**config.mk**
```make
export PLATFORM = sky130hd
export DESIGN_NAME = ksa_shuffle_ctrl_flat
export DESIGN_NICKNAME = d
export VERILOG_FILES = /design/src/rtl/rc4_pkg.sv /design/src/rtl/ksa_shuffle_ctrl_if.sv /design/src/rtl/ksa_shuffle_ctrl_key_sel.sv /design/src/rtl/ksa_shuffle_ctrl.sv /design/src/flat_wrapper.sv
export SDC_FILE = /design/constraint.sdc
export NUM_CORES = 1
export LEC_CHECK = 0
export CAP_MARGIN = 20
export CORE_MARGIN = 2
export CORE_UTILIZATION = 45
export CTS_BUF_LIST = sky130_fd_sc_hd__clkbuf_8
export DETAILED_ROUTE_END_ITERATION = 8
export GPL_TIMING_DRIVEN = 0
export PLACE_DENSITY = 0.64
export SYNTH_ARGS = -nofsm -noshare
export SYNTH_HDL_FRONTEND = slang
export SYNTH_HIERARCHICAL = 1
export SYNTH_SLANG_ARGS = --single-unit
export TNS_END_PERCENT = 1
```
**constraint.sdc**
```tcl
create_clock -name CLOCK_50 -period 4.5 [get_ports CLOCK_50]
set_input_delay 0.45 -clock CLOCK_50 [delete_from_list [all_inputs] [get_ports CLOCK_50]]
set_output_delay 0.45 -clock CLOCK_50 [all_outputs]
set_load 0.05 [all_outputs]
```
**src/rtl/rc4_pkg.sv**
```systemverilog
// Shared types for the RC4 key-scheduling blocks.
// Latency: n/a (types only). Backpressure: n/a.
package rc4_pkg;
    localparam int S_DEPTH = 256;

    typedef logic [7:0] byte_t;

    typedef enum logic [3:0] {
        IDLE,
        RD_I,
        WAIT_I,
        CALC_J,
        RD_J,
        WAIT_J,
        WR_I,
        WR_J,
        DONE
    } ksa_state_t;
endpackage

```
**src/rtl/ksa_shuffle_ctrl_if.sv**
```systemverilog
// Single-port 256x8 S-memory bus: address, write data and write enable out; read data back.
// Latency: set by the memory (READ_LAT). Backpressure: none, the master owns the port.
interface ksa_shuffle_ctrl_if;
    import rc4_pkg::*;

    byte_t s_address;
    byte_t s_data;
    logic  s_wren;
    byte_t s_q;

    modport master (output s_address, output s_data, output s_wren, input s_q);
    modport slave  (input s_address, input s_data, input s_wren, output s_q);
endinterface

```
**src/rtl/ksa_shuffle_ctrl_key_sel.sv**
```systemverilog
// Latches the secret key on accept and selects key byte (i mod KEY_BYTES).
// Latency: kb follows the index register combinationally. Backpressure: none.
module ksa_key_sel
    import rc4_pkg::*;
#(
    parameter int KEY_BYTES = 3
) (
    input  logic                   CLOCK_50,
    input  logic                   reset,
    input  logic                   load,
    input  logic                   advance,
    input  logic [8*KEY_BYTES-1:0] key_in,
    output byte_t                  kb
);
    logic [8*KEY_BYTES-1:0] key_r;
    logic [8*KEY_BYTES-1:0] key_sh;
    byte_t                  idx;

    always_ff @(posedge CLOCK_50 or negedge reset) begin
        if (!reset) begin
            key_r <= '0;
            idx   <= '0;
        end else if (load) begin
            key_r <= key_in;
            idx   <= '0;
        end else if (advance) begin
            idx <= (idx == byte_t'(KEY_BYTES - 1)) ? '0 : idx + 8'd1;
        end
    end

    // Key byte 0 sits in the most significant byte.
    always_comb begin
        key_sh = key_r >> (8 * (KEY_BYTES - 1 - int'(idx)));
        kb     = key_sh[7:0];
    end
endmodule

```
**src/rtl/ksa_shuffle_ctrl.sv**
```systemverilog
// RC4 key-scheduling shuffle sequencer; sole master of the S-memory port while busy.
// Latency: 5+2*READ_LAT cycles per i, 256 iterations, then a one-cycle done pulse.
// Backpressure: none; start is only sampled in IDLE and ignored otherwise.
module ksa_shuffle_ctrl
    import rc4_pkg::*;
#(
    parameter int KEY_BYTES = 3,
    parameter int READ_LAT  = 2
) (
    input  logic                   CLOCK_50,
    input  logic                   reset,
    input  logic                   start,
    input  logic [8*KEY_BYTES-1:0] secret_key,
    output logic                   busy,
    output logic                   done,
    ksa_shuffle_ctrl_if.master     mem
);
    localparam byte_t LAST_I    = byte_t'(S_DEPTH - 1);
    localparam byte_t LAST_WAIT = byte_t'(READ_LAT - 1);

    ksa_state_t state;
    byte_t      i, j, si, kb, j_next;
    byte_t      wait_cnt;
    byte_t      addr_r, data_r;
    logic       wren_r;
    logic       accept;

    assign accept = (state == IDLE) && start;
    assign j_next = j + si + kb;

    ksa_key_sel #(.KEY_BYTES(KEY_BYTES)) u_key_sel (
        .CLOCK_50 (CLOCK_50),
        .reset    (reset),
        .load     (accept),
        .advance  (state == WR_J),
        .key_in   (secret_key),
        .kb       (kb)
    );

    // data_r doubles as the sj register: s[j] goes straight out as the WR_I data.
    always_ff @(posedge CLOCK_50 or negedge reset) begin
        if (!reset) begin
            state    <= IDLE;
            i        <= '0;
            j        <= '0;
            si       <= '0;
            wait_cnt <= '0;
            addr_r   <= '0;
            data_r   <= '0;
            wren_r   <= 1'b0;
            busy     <= 1'b0;
            done     <= 1'b0;
        end else begin
            done   <= 1'b0;
            wren_r <= 1'b0;
            case (state)
                IDLE: begin
                    if (start) begin
                        state  <= RD_I;
                        busy   <= 1'b1;
                        i      <= '0;
                        j      <= '0;
                        addr_r <= '0;
                    end
                end
                RD_I: begin
                    wait_cnt <= '0;
                    state    <= WAIT_I;
                end
                WAIT_I: begin
                    if (wait_cnt == LAST_WAIT) begin
                        si    <= mem.s_q;
                        state <= CALC_J;
                    end else begin
                        wait_cnt <= wait_cnt + 8'd1;
                    end
                end
                CALC_J: begin
                    j      <= j_next;
                    addr_r <= j_next;
                    state  <= RD_J;
                end
                RD_J: begin
                    wait_cnt <= '0;
                    state    <= WAIT_J;
                end
                WAIT_J: begin
                    if (wait_cnt == LAST_WAIT) begin
                        addr_r <= i;
                        data_r <= mem.s_q;
                        wren_r <= 1'b1;
                        state  <= WR_I;
                    end else begin
                        wait_cnt <= wait_cnt + 8'd1;
                    end
                end
                WR_I: begin
                    addr_r <= j;
                    data_r <= si;
                    wren_r <= 1'b1;
                    state  <= WR_J;
                end
                WR_J: begin
                    if (i == LAST_I) begin
                        busy  <= 1'b0;
                        done  <= 1'b1;
                        state <= DONE;
                    end else begin
                        i      <= i + 8'd1;
                        addr_r <= i + 8'd1;
                        state  <= RD_I;
                    end
                end
                DONE:    state <= IDLE;
                default: state <= IDLE;
            endcase
        end
    end

    assign mem.s_address = addr_r;
    assign mem.s_data    = data_r;
    assign mem.s_wren    = wren_r;
endmodule

```
**src/flat_wrapper.sv**
```systemverilog
// flat-port wrapper written by rule: the top's interface ports become plain ports
module ksa_shuffle_ctrl_flat import rc4_pkg::*;
#(
    parameter int KEY_BYTES = 3,
    parameter int READ_LAT  = 2
)
  (CLOCK_50, reset, start, secret_key, busy, done, mem_s_address, mem_s_data, mem_s_wren, mem_s_q);
  ksa_shuffle_ctrl_if mem_i ();
  input  logic CLOCK_50;
  input  logic reset;
  input  logic start;
  input  logic [8*KEY_BYTES-1:0] secret_key;
  output logic busy;
  output logic done;
  output wire logic [$bits(mem_i.s_address)-1:0] mem_s_address;
  output wire logic [$bits(mem_i.s_data)-1:0] mem_s_data;
  output wire logic [$bits(mem_i.s_wren)-1:0] mem_s_wren;
  input wire logic [$bits(mem_i.s_q)-1:0] mem_s_q;
  assign mem_s_address = mem_i.s_address;
  assign mem_s_data = mem_i.s_data;
  assign mem_s_wren = mem_i.s_wren;
  assign mem_i.s_q = mem_s_q;
  ksa_shuffle_ctrl #(.KEY_BYTES(KEY_BYTES), .READ_LAT(READ_LAT)) u_core (.CLOCK_50(CLOCK_50), .reset(reset), .start(start), .secret_key(secret_key), .busy(busy), .done(done), .mem(mem_i));
endmodule
```
==> results of run 1 <==
through the flow:
step                      instance area [um^2]  instances
after floorplan                           4840        458
after global placement                    5550        647
after detailed placement                  5570        648
after CTS                                 5790        665
after global routing                      5790        665
final                                     5790        665
power groups by stage:
stage / clock (uW) / combinational, uW / sequential [uW]
finish: 575 / 2640 / 1300
CTS: 592 / 2620 / 1310
global route: 617 / 2970 / 1350
detailed placement: 0 / 2600 / 1320
global placement: 0 / 2550 / 1310
floorplan: 0 / 1830 / 1440
worst min-delay path by stage:
stage                                              from                                   to  cells past startpoint
finish              u_core/mem.s_address[4]$_DFFE_PN0P_  u_core/mem.s_address[4]$_DFFE_PN0P_                      2
global route                                      reset              u_core/busy$_DFFE_PN0P_                      2
CTS                                               reset              u_core/busy$_DFFE_PN0P_                      2
global placement    u_core/mem.s_address[4]$_DFFE_PN0P_  u_core/mem.s_address[4]$_DFFE_PN0P_                      2
floorplan                                         reset              u_core/busy$_DFFE_PN0P_                      0
detailed placement                                reset              u_core/busy$_DFFE_PN0P_                      1
routing by layer:
layer / vias up / wire length [um] / global-route usage
li1: 1776 / - / -
met2: 96 / 5200 / 0.323
met4: 0 / 250 / 0.0778
met5: - / 0 / 0
met3: 19 / 413 / 0.0321
met1: 1847 / 4910 / 0.268
timing repair:
item / 4_1_cts / 5_1_grt
hold endpoints to repair: 16 / 0
hold buffers: 1 / 0
gates resized for setup: 0 / 1
endpoints found under the setup margin: 0 / 1
cell type report:
type	count	area share
inverter	12	0.00777
multi-input combinational	337	0.431
clock buffer	11	0.0261
timing repair buffer	55	0.0976
sequential	87	0.376
tap	136	0.0294
clock inverter	5	0.00993
buffer	22	0.0229
synth_stat cells (8+ instances only):
| cell type | number |
|---|---|
| nor2b_1 | 9 |
| a21o_1 | 8 |
| dfrtp_1 | 87 |
| nor2_1 | 26 |
| a21oi_1 | 13 |
| ha_1 | 11 |
| buf_2 | 8 |
| o21ai_0 | 36 |
| nand2_1 | 54 |
| fa_1 | 8 |
| nand3_1 | 12 |
| and3_1 | 9 |
| xor2_1 | 9 |
| mux2_2 | 40 |
| inv_1 | 10 |
| mux2i_1 | 9 |
cells by family after synthesis:
kind of cell               after synthesis  share of synthesized area
AOI/OAI and AO/OA                      100                      0.138
xor gates and xnor gates                16                     0.0289
adders and majority gates               19                     0.0615
buffers and inverters                   34                     0.0367
DFF                                     87                      0.449
muxes                                   49                      0.112
and+or+nand+nor                        153                      0.174
worst max-delay path: stages (launching register included):
cell and delay (ns):
dfrtp_1 0.46, clkinv_1 0.27, ha_1 0.36, buf_2 0.19
nor2b_1 0.12, buf_1 0.30, nand2_1 0.11, a21oi_1 0.26
fa_1 0.46, ha_1 0.24, inv_1 0.07, fa_1 0.17
nor2b_1 0.07, o31a_1 0.28, o22ai_1 0.20, mux2i_1 0.30
a221oi_1 0.11
state kept, by name, summed over array words and instances, names as in the netlist:
name and count:
u_core/busy 1, u_core/done 1, u_core/i 8, u_core/j 8
u_core/mem.s_address 8, u_core/mem.s_data 8, u_core/mem.s_wren 1, u_core/si 8
u_core/state 4, u_core/u_key_sel/idx 8, u_core/u_key_sel/key_r 24, u_core/wait_cnt 8
==> results.md, run 1 <==
* Status: finished, final reports clean
* Type of origin of the critical path: flip-flop
* Synthesized instance count at 458
* Die Span Y at 108 um
* Clock latency at the later pin of the worst-skew pair at 0.36 ns
* Fin worst setup slack at 0.362 ns
* R2R depth at 16
* CP Data Arrival Time at 4.34 ns
* Setup violations, final at 0
* H-Tree Depth at 3
* Clock power frac at 0.127
* Leak at 0.00253 uW
* Relative max-transition margin at 0.504
* Vias in the first global route at 3688
* WHS at 0.482 ns
* Top FF cell, synth: dfrtp_1
* Worst EP required at 4.70 ns
* Max Transition Viols Final at 0
* Routed wire length at 10.8 mm
* Post-CTS setup buffers at 0
* DR WL/cell at 16.2 um
* Via/cell ratio at 5.62
* First-pass GRT wire length at 18.3 mm
* Final Net Count at 578
* RSZ-0062 raised after global routing: false
* Post-synthesis sequential area ratio at 0.449
* Register Area at 2180 um^2
* Syn Nets at 512
* CTS tree: yes
* Drt drc at 0
* Fin crit share at 0.919
* Syn Area/Cell at 10.6 um^2
* Least-Margin Pin Slew at 0.745 ns
* Net Sw Power at 1990 uW
* Crit Path Category: flip-flop to flip-flop
* Worst Skew at 0.0116 ns
* Top post-synthesis cells by area: dfrtp_1, mux2_2, nand2_1
* Synth-to-layout area growth at 19.6%
* # IOs at 54
* I/O Buffers at 53
* Synth area leader: dfrtp_1
* Sw Share at 0.442
* Synth Register Bits at 87
* Post-synth EDFFs at 0
* Synth warnings at 6
* DRT Pass-1 Iters at 4
* Comb pwr share at 0.584
* Cell Area, Synth at 4840 um^2
* Initial Util at 0.467
* Final Critical Period at 4.14 ns
* Total GRT Usage at 0.199
* Die W at 108 um
* Total CTS buffers at 9
* Crit path capture type: flip-flop
* Final Hold Vio Count at 0
* Min-Delay Path Class: flip-flop to flip-flop
* Clock Sinks at 87
* Max Clk Rate at 242 MHz
* Post-synth top area share at 0.449
* # fillers at 908
* Total chip power at 4510 uW
* Max rail drop VDD at 0.362 mV
* Row Count at 37
* Area of the multi-input gates at 2490 um^2
* Reg-to-Reg Start: u_core/u_key_sel/idx[0]$_DFFE_PN0P_
* CTS Root Cell: clkbuf_8
* Final ANT Viol Nets at 0
* Setup TNS at 0 ns
* Clock transition at path regs at 0.09 ns
* Final Core Density at 0.559
* DR vias at 3738
* Power per Cell Area at 779 nW/um^2
* Initial antenna violation count at 0
* Hpwl dp at 7.92 mm
* CP Launch Point: u_core/u_key_sel/idx[0]$_DFFE_PN0P_
* Max FO, Critical Path at 10
* Commonest cells after routing, fill and taps aside: dfrtp_1, nand2_1, clkdlybuf4s50_1, mux2_2, o21ai_0
* Yosys cell types at 71
* CP endpoint: u_core/mem.s_address[7]$_DFFE_PN0P_
* Int Power at 2520 uW
* Largest net degree at the start of global routing at 72
* Remaining global-route overflow at 0
* Synth async-reset ratio at 1.00
* Most common cell after layout, fill and taps aside: dfrtp_1
* Antenna diode count at 0
* 1st-iter DRT viols at 169
* Sequential share of power at 0.289
* R2R Setup Slk at 0.36 ns
* Max_cap viols at 0
* Total core area at 10400 um^2
* RR Endpoint: u_core/mem.s_address[7]$_DFFE_PN0P_
* CTS Buffer Depth at 2
* Share of cells above drive strength 1 at 0.166
* Final Wtd Congestion at 0.901
* Die area at 11600 um^2
* Setup WS pre-CTS at 0.480 ns
(Power assumes the default switching activity.)
==> run 2: changes to the inputs <==
--- a/config.mk
+++ b/config.mk
@@ -16,4 +16,4 @@
 export SYNTH_HDL_FRONTEND = slang
 export SYNTH_HIERARCHICAL = 1
 export SYNTH_SLANG_ARGS = --single-unit
-export TNS_END_PERCENT = 1
+export TNS_END_PERCENT = 30
==> results of run 2 <==
The final DEF is identical to that of run 1; final timing and power are the same.
==> run 3: changes to the inputs <==
--- a/config.mk
+++ b/config.mk
@@ -11,6 +11,7 @@
 export CTS_BUF_LIST = sky130_fd_sc_hd__clkbuf_8
 export DETAILED_ROUTE_END_ITERATION = 8
 export GPL_TIMING_DRIVEN = 0
+export HOLD_SLACK_MARGIN = 0.05
 export PLACE_DENSITY = 0.64
 export SYNTH_ARGS = -nofsm -noshare
 export SYNTH_HDL_FRONTEND = slang
==> results of run 3 <==
The final DEF is identical to that of run 1; final timing and power are the same.
